## src/rtl/onehot_scan_if.sv

```systemverilog
// Handshake bundle for onehot_scan_decoder: control inputs plus Y/IDX/WRAP outputs.
interface onehot_scan_if #(parameter int N = 3);
    logic               EN;
    logic               LOAD;
    logic [N-1:0]       I;
    logic               STEP;
    logic               DIR;
    logic               AUTO;
    logic [(1<<N)-1:0]  Y;
    logic [N-1:0]       IDX;
    logic               WRAP;

    modport master (output EN, LOAD, I, STEP, DIR, AUTO, input Y, IDX, WRAP);
    modport slave  (input EN, LOAD, I, STEP, DIR, AUTO, output Y, IDX, WRAP);
endinterface

```

## src/rtl/onehot_scan_decoder.sv

```systemverilog
// Registered binary-to-one-hot decoder with loadable/steppable wrapping index.
// Optional auto-scan prescaler is built only when ONEHOT_SCAN_AUTO_EN is defined.
module onehot_scan_decoder #(
    parameter int N      = 3,
    parameter int PERIOD = 4
) (
    input logic          CLK,
    input logic          RST,
    onehot_scan_if.slave bus
);
    localparam int W = 1 << N;

    logic [N-1:0] idx, idx_nxt;
    logic         wrap, wrap_nxt;
    logic         tick;
    logic         step_take;

    if (PERIOD < 1) begin : g_period_invalid
    end

`ifdef ONEHOT_SCAN_AUTO_EN
    localparam int PW = (PERIOD > 1) ? $clog2(PERIOD) : 1;

    logic [PW-1:0] cnt, cnt_nxt;

    // LOAD, a dropped AUTO and the terminal count all restart the phase.
    always_comb begin
        tick    = bus.AUTO && !bus.LOAD && (cnt == PW'(PERIOD - 1));
        cnt_nxt = cnt + PW'(1);
        if (bus.LOAD || !bus.AUTO || tick)
            cnt_nxt = '0;
    end

    always_ff @(posedge CLK or posedge RST) begin
        if (RST)
            cnt <= '0;
        else if (bus.EN)
            cnt <= cnt_nxt;
    end
`else
    assign tick = 1'b0;
`endif

    // A manual step coinciding with an auto tick still moves only once.
    assign step_take = bus.STEP | tick;

    always_comb begin
        idx_nxt  = idx;
        wrap_nxt = 1'b0;
        if (bus.LOAD) begin
            idx_nxt = bus.I;
        end else if (step_take) begin
            if (bus.DIR) begin
                idx_nxt  = idx - N'(1);
                wrap_nxt = (idx == '0);
            end else begin
                idx_nxt  = idx + N'(1);
                wrap_nxt = (idx == '1);
            end
        end
    end

    always_ff @(posedge CLK or posedge RST) begin
        if (RST) begin
            idx  <= '0;
            wrap <= 1'b0;
        end else if (bus.EN) begin
            idx  <= idx_nxt;
            wrap <= wrap_nxt;
        end
    end

    for (genvar k = 0; k < W; k++) begin : g_lane
        assign bus.Y[k] = bus.EN && (idx == N'(k));
    end

    assign bus.IDX  = idx;
    assign bus.WRAP = wrap;
endmodule

```

## src/flat_wrapper.sv

```systemverilog
// flat-port wrapper written by rule: the top's interface ports become plain ports
module onehot_scan_decoder_flat 
#(
    parameter int N      = 3,
    parameter int PERIOD = 4
)
  (CLK, RST, bus_EN, bus_LOAD, bus_I, bus_STEP, bus_DIR, bus_AUTO, bus_Y, bus_IDX, bus_WRAP);
  onehot_scan_if #(.N(N)) bus_i ();
  input logic CLK;
  input logic RST;
  input wire logic [$bits(bus_i.EN)-1:0] bus_EN;
  input wire logic [$bits(bus_i.LOAD)-1:0] bus_LOAD;
  input wire logic [$bits(bus_i.I)-1:0] bus_I;
  input wire logic [$bits(bus_i.STEP)-1:0] bus_STEP;
  input wire logic [$bits(bus_i.DIR)-1:0] bus_DIR;
  input wire logic [$bits(bus_i.AUTO)-1:0] bus_AUTO;
  output wire logic [$bits(bus_i.Y)-1:0] bus_Y;
  output wire logic [$bits(bus_i.IDX)-1:0] bus_IDX;
  output wire logic [$bits(bus_i.WRAP)-1:0] bus_WRAP;
  assign bus_i.EN = bus_EN;
  assign bus_i.LOAD = bus_LOAD;
  assign bus_i.I = bus_I;
  assign bus_i.STEP = bus_STEP;
  assign bus_i.DIR = bus_DIR;
  assign bus_i.AUTO = bus_AUTO;
  assign bus_Y = bus_i.Y;
  assign bus_IDX = bus_i.IDX;
  assign bus_WRAP = bus_i.WRAP;
  onehot_scan_decoder #(.N(N), .PERIOD(PERIOD)) u_core (.CLK(CLK), .RST(RST), .bus(bus_i));
endmodule
```

## config.mk

```make
export PLATFORM = sky130hd
export DESIGN_NAME = onehot_scan_decoder_flat
export DESIGN_NICKNAME = d
export VERILOG_FILES = /design/src/rtl/onehot_scan_if.sv /design/src/rtl/onehot_scan_decoder.sv /design/src/flat_wrapper.sv
export SDC_FILE = /design/constraint.sdc
export NUM_CORES = 1
export LEC_CHECK = 0
export CAP_MARGIN = 30
export CORE_AREA = 2 2 39 41
export CTS_BUF_LIST = sky130_fd_sc_hd__clkbuf_8
export CTS_CLUSTER_DIAMETER = 100
export CTS_CLUSTER_SIZE = 12
export DETAILED_ROUTE_END_ITERATION = 12
export DIE_AREA = 0 0 41 43
export PLACE_DENSITY = 0.68
export SETUP_SLACK_MARGIN = 0.3
export SYNTH_ARGS = -nofsm -noshare
export SYNTH_HDL_FRONTEND = slang
export SYNTH_SLANG_ARGS = --single-unit
```

## constraint.sdc

```tcl
create_clock -name CLK -period 3.4 [get_ports CLK]
set_input_delay 0.34 -clock CLK [delete_from_list [all_inputs] [get_ports CLK]]
set_output_delay 0.34 -clock CLK [all_outputs]
set_load 0.02 [all_outputs]
```

==> metrics.md, run 1 <==
| Metric | Value |
|---|---|
| Clock Tree Buf Depth | 2 |
| Register area share after synthesis | 0.252 |
| Pre-CTS WS | 1.12 ns |
| Final GP Congestion | around 0.73 |
| Initial antenna violation count | 0 |
| Slew @ Worst Pin | 0.349 ns |
| Core Util, Final | 0.467 |
| Post-Synthesis Cells | 42 |
| Power Total | approximately 260 uW |
| Final hold violation count | 0 |
| Syn avg cell area | around 9.4 sq um |
| Core Area | about 0.0014 sq mm |
| Max VDD drop | 0.157 mV |
| Worst setup SP type | primary input |
| DR DRC count | 0 |
| Gr usage total | 0.112 |
| CTS tree | yes |
| CP Max Fanout | 11 |
| Hold-fix buffers, CTS | 0 |
| Status | finished clean |
| GR Overflow Total | 0 |
| Largest net degree at the start of global routing | 12 |
| Worst hold path type | primary input to async pin |
| FILL cells | roughly 140 |
| DRT Pass-1 Iters | 4 |
| DRT Wirelength | between 800 and 900 microns |
| Wire per inst | between 10 and 15 microns |
| Vias per inst | between 4 and 5 |
| Sink Count | 4 |
| Worst Setup End Kind | output pin |
| First-pass GRT wire length | ~1300 microns |
| # Post-CTS Setup Buffers | 0 |
| Clock Latency Late Sink | 0.21 ns |
| Yosys cell types | 19 |
| FMAX | ~440 MHz |
| Slew Limit Fails | 0 |
| DP HPWL | between 600 and 700 microns |
| Port Buffer Count | 20 |
| I/O pins | 22 |
| Final worst slack | 1.12 ns |
| Max Clock Skew | 0.00400 ns |
| Die footprint | between 0.0015 and 0.002 sq mm |
| Clock root buffer | clkbuf_8 |
| Number of global-route vias before repair | 360 |
| Die width | 41 microns |
| Worst-path clk slew | ~0.030 ns |
| Initial core utilization | 0.287 |
| Hold WS | around 0.32 ns |
| Layout cells sized above 1 | 0.125 |
| Inserted Clock Buffers | 3 |
| First DRT Iteration DRCs | 6 |
| Crit path kind | primary input to output pin |
| Tcrit/Tclk final | 0.670 |
| Lkg Pwr | roughly 0.00030 uW |
| PD cells | slightly above 400 mW/mm^2 |
| Yosys reg bits | 4 |
| Required time worst endpoint | ~3.1 ns |
| Synth Net Count | 59 |
| Netlist Area Pre-Place | about 400 sq um |
| Final setup viols | 0 |
| CTS resizes | 0 |
| P&R area growth vs syn | 63.1% |
| Antenna Nets Post-Route | 0 |
| Number of max-cap violations | 0 |
| Slew HR | 0.765 |
| Die Ht | 43 microns |
| CP arrival | approximately 1.9 ns |
| YS warnings | 0 |
| N_diodes | 0 |
| H-tree Lvls | 1 |
| Setup TNS | 0 ns |
| Final Net Count | 83 |
| # rows | 14 |
| RSZ-0062 raised after global routing | no |
| Via count | around 390 |
| Post-route minimum period | approximately 2.3 ns |
-- synth_stat cells, drive strengths merged --
master / n / share of area
a22oi: 2 / 0.038
dfrtp: 4 / 0.25
xnor2: 1 / 0.022
and2b: 2 / 0.041
nand3b: 1 / 0.019
buf: 1 / 0.028
nand2b: 2 / 0.032
o21ai: 2 / 0.025
ha: 7 / 0.22
inv: 5 / 0.047
xor2: 1 / 0.022
a21oi: 1 / 0.013
mux2: 1 / 0.028
and2: 5 / 0.079
and3: 3 / 0.057
o22ai: 2 / 0.032
a211o: 1 / 0.022
a32oi: 1 / 0.022
-- kinds of logic after synthesis --
logic type	Yosys count	share of synthesized area
buf+inv	6	0.0757
compound gates	9	0.151
simple gates	13	0.227
xor+xnor	2	0.0442
mux	1	0.0284
flops	4	0.252
fa+ha+maj	7	0.221
-- report_power, final --
part	internal (uW)	switching [uW]
sequential	54.3	8.50
combinational	54.3	49.4
clock	75.3	22.4
-- layout by cell type, fill, tap and decap left out, drive strengths merged, types with 2 or more instances in the layout --
| cell | instances |
|---|---|
| dfrtp | 4 |
| o21ai | 2 |
| nand2b | 2 |
| a22oi | 2 |
| inv | 5 |
| and2b | 2 |
| clkbuf | 3 |
| clkdlybuf4s50 | 20 |
| and3 | 3 |
| o22ai | 2 |
| and2 | 5 |
| ha | 7 |
-- sequential cells by signal (all words and copies together) (netlist names) --
name,cells
u_core.bus.IDX,3
u_core.bus.WRAP,1
-- path summary, 6_finish.rpt --
kind | cells after the start | slack [ns] | to | startpoint
min reg2reg | 1 | 0.50 | u_core.bus.WRAP | u_core.bus.WRAP
max | 4 | 1.12 | bus_Y[1] | bus_EN
max reg2reg | 5 | 1.79 | u_core.bus.IDX[2] | u_core.bus.IDX[0]
min in group CLK | 1 | 0.50 | u_core.bus.WRAP | u_core.bus.WRAP
min | 2 | 0.32 | u_core.bus.WRAP | RST
max in group asynchronous | 2 | 2.92 | u_core.bus.IDX[0] | RST
-- metrics by stage --
step	instance area [sq um]	std cells
6_report	647	80
5_1_grt	647	80
4_1_cts	647	80
3_5_place_dp	606	77
3_3_place_gp	606	77
2_1_floorplan	397	42
-- critical path, cell delays in order --
cell and delay [ns]:
clkdlybuf4s50_1 0.67, and2b_2 0.21, and2_1 0.12, clkdlybuf4s50_1 0.60
-- routing by layer --
metal / routed length, microns / up-vias / global-route usage / part of all wire
li1: - / 190 / - / -
met1: 318 / 175 / 0.102 / 0.38
met2: 449 / 21 / 0.213 / 0.54
met3: 71 / 0 / 0.0157 / 0.085
met4: 0 / 0 / 0.0600 / 0
met5: 0 / - / 0 / 0
-- layout make-up --
class | instances | area, sq um | share of cell area
multi-input combinational | 32 | 267 | 0.412
timing repair buffer | 20 | 200 | 0.309
tap | 16 | 20.0 | 0.0309
sequential | 4 | 100 | 0.155
clock buffer | 3 | 41.3 | 0.0638
inverter | 5 | 18.8 | 0.0290
Power figures use the tool's default switching activity.
==> run 2, diff against run 1 <==
clock period = 2.1 ns   (was 3.4 ns; I/O delays follow)
==> run 2 against run 1 <==
- clock power is 64% higher
- sequential power is 62% higher
- routed wire length is 0.72% lower
- count of clock-buffer cells in the layout stayed put
- clock skew is 0.0018 ns lower
- worst setup slack worse by 0.71 ns
- first-iteration DRC count stayed put
- combinational power is 55% higher
- die area stayed put
- sequential share of layout area is 0.060 points higher
- global-route usage is 0.91 points lower
- critical path type is now flip-flop to output pin
==> metrics.md, run 2 (synthesized netlist as in run 1, its figures left out) <==
| Metric | Value |
|---|---|
| Die Ht | 43 microns (unchanged) |
| Final setup viols | 0 (unchanged) |
| # Post-CTS Setup Buffers | 0 (unchanged) |
| Slew HR | 0.776 (was 0.765) |
| Status | finished clean (unchanged) |
| N_diodes | 0 (unchanged) |
| Number of global-route vias before repair | 308 (was 360) |
| CP bufs+invs | 1 (was 2) |
| Slew @ Worst Pin | 0.332 ns (was 0.349 ns) |
| Clock root buffer | clkbuf_8 (unchanged) |
| Setup TNS | 0 ns (unchanged) |
| Slew Limit Fails | 0 (unchanged) |
| Met3 usage | 0.0157 (unchanged) |
| Combinational share of power | 0.382 (was 0.393) |
| First DRT Iteration DRCs | 6 (unchanged) |
| H-tree Lvls | 1 (unchanged) |
| CP arrival | 1.47 ns (was 1.94 ns) |
| GR Overflow Total | 0 (unchanged) |
| P&R area growth vs syn | 62.5% (was 63.1%) |
| Sequential cell area | 100 sq um (unchanged) |
| DRT Wirelength | 833 microns (was 839 microns) |
| DR DRC count | 0 (unchanged) |
| Crit path kind | flip-flop to output pin (was primary input to output pin) |
| Clock Tree Buf Depth | 2 (unchanged) |
| Final hold violation count | 0 (unchanged) |
| Sink Count | 4 (unchanged) |
| CP Max Fanout | 4 (was 11) |
| Wire per inst | 10.3 microns (was 10.5 microns) |
| FF-to-FF setup slack | 0.48 ns (was 1.79 ns) |
| Layout cells sized above 1 | 0.138 (was 0.125) |
| Int Pwr | 291 uW (was 184 uW) |
| Worst reg2reg path depth | 5 (unchanged) |
| Initial core utilization | 0.287 (unchanged) |
| P_sw | 131 uW (was 80.3 uW) |
| Final GP Congestion | 0.786 (was 0.735) |
| Die width | 41 microns (unchanged) |
| CTS tree | yes (unchanged) |
| Crit-path most repeated cell | ha_1 (was clkdlybuf4s50_1) |
| Antenna Nets Post-Route | 0 (unchanged) |
| Area occupied by multi-input gates | 267 sq um (unchanged) |
| Initial antenna violation count | 0 (unchanged) |
| Core Area | 0.00138 sq mm (unchanged) |
| Power Total | 423 uW (was 264 uW) |
| Vias per inst | 4.59 (was 4.83) |
| Die footprint | 0.00176 sq mm (unchanged) |
| Inserted Clock Buffers | 3 (unchanged) |
| Final Net Count | 84 (was 83) |
| Post-route minimum period | around 1.7 ns |
| Slowest CP cell | dfrtp_1 (was clkdlybuf4s50_1) |
| Worst setup SP type | flip-flop (was primary input) |
| Grt met1 use | 0.121 (was 0.102) |
| Met2 Usage GRT | 0.175 (was 0.213) |
| RSZ-0062 raised after global routing | no (unchanged) |
| Worst-path clk slew | 0.03 ns (about the same) |
| Clk pwr share | 0.378 (was 0.370) |
| Worst hold path type | primary input to async pin (unchanged) |
| FILL cells | 148 (was 141) |
| DP HPWL | 686 microns (was 669 microns) |
| Share of power burned in registers | 0.240 (was 0.238) |
| Number of max-cap violations | 0 (unchanged) |
| Lkg Pwr | 0.000343 uW (was 0.000304 uW) |
| PD cells | 656 mW/mm^2 (was 408 mW/mm^2) |
| Ordered list of cells on the worst path | ha_1, ha_1, and2_1, clkdlybuf4s15_1 (was clkdlybuf4s50_1, and2b_2, and2_1, clkdlybuf4s50_1) |
| Max VDD drop | 0.282 mV (was 0.157 mV) |
| Required time worst endpoint | 1.89 ns (was 3.06 ns) |
| Leading cell type in the layout, fill and taps excluded | clkdlybuf4s50_1 (unchanged) |
| Sw frac | 0.311 (was 0.304) |
| # rows | 14 (unchanged) |
| Top Usage Layer GRT | met2 (unchanged) |
| WP depth | 4 (unchanged) |
| Via count | 372 (was 386) |
| Cell family with most CP delay | adder cells (was buffers and inverters) |
| First-pass GRT wire length | 1260 microns (was 1320 microns) |
| I/O pins | 22 (unchanged) |
| Gr usage total | 0.103 (was 0.112) |
| FMAX | about 600 MHz |
| Worst Setup End Kind | output pin (unchanged) |
| Tcrit/Tclk final | 0.801 |
| Port Buffer Count | 20 (unchanged) |
| Max Clock Skew | 0.00216 ns (was 0.00400 ns) |
| DRT Pass-1 Iters | 4 (unchanged) |
| Max incr delay on CP | 0.40 ns (was 0.67 ns) |
| Max FFs per register | 3 (unchanged) |
| Largest net degree at the start of global routing | 10 (was 12) |
| Most frequent cells in the layout | clkdlybuf4s50_1, dlygate4sd2_1, ha_1 (was clkdlybuf4s50_1, ha_1, inv_1, and2_1, dfrtp_1) |
| Clock Latency Late Sink | 0.21 ns (about the same) |
==> run 2: area by class of cell <==
type | count | share of cell area
repair buffers | 21 | 0.307
inverters | 5 | 0.0291
multi-input cells | 32 | 0.414
flip-flops and latches | 4 | 0.155
clock buffers | 3 | 0.0641
well taps | 16 | 0.0311
==> run 2: path summary, 6_finish.rpt <==
path,endpoint,start
worst max-delay path,bus_Y[7],u_core.bus.IDX[0]
min in group CLK,u_core.bus.WRAP,u_core.bus.WRAP
worst min-delay path,u_core.bus.IDX[2],RST
worst min register to register,u_core.bus.WRAP,u_core.bus.WRAP
max in group asynchronous,u_core.bus.IDX[0],RST
worst max register to register,u_core.bus.IDX[2],u_core.bus.IDX[0]
==> run 2: metal layers <==
| layer | vias up | wire (microns) |
|---|---|---|
| met5 | - | 0 |
| met4 | 0 | 9 |
| met3 | 2 | 63 |
| met2 | 21 | 399 |
| met1 | 159 | 359 |
| li1 | 190 | - |
==> run 2: repair_timing <==
item                                    CTS  global route
resized for setup                         9             1
hold buffers                              0             0
pin swaps                                 0             0
cloned                                    0             0
endpoints found under the setup margin    8             1
==> run 2: stage by stage <==
| step | cell area (sq um) | setup WS [ns] | hold WS (ns) | std cells | util |
|---|---|---|---|---|---|
| final | 644 | 0.418 | 0.175 | 81 | 0.466 |
| after detailed placement | 613 | 0.174 | 0.403 | 78 | 0.443 |
| after floorplan | 397 | 0.489 | -0.0239 | 42 | - |
| after global routing | 644 | 0.326 | 0.213 | 81 | 0.466 |
| after CTS | 643 | 0.374 | 0.179 | 81 | 0.465 |
| after global placement | 613 | 0.177 | 0.397 | 78 | 0.443 |
==> run 2: power groups by stage <==
| stage | sequential (uW) | clock [uW] | combinational, uW |
|---|---|---|---|
| finish | 102 | 160 | 161 |
| global route | 106 | 166 | 178 |
| CTS | 102 | 161 | 163 |
| detailed placement | 103 | 0 | 170 |
| global placement | 102 | 0 | 169 |
| floorplan | 113 | 0 | 87.4 |
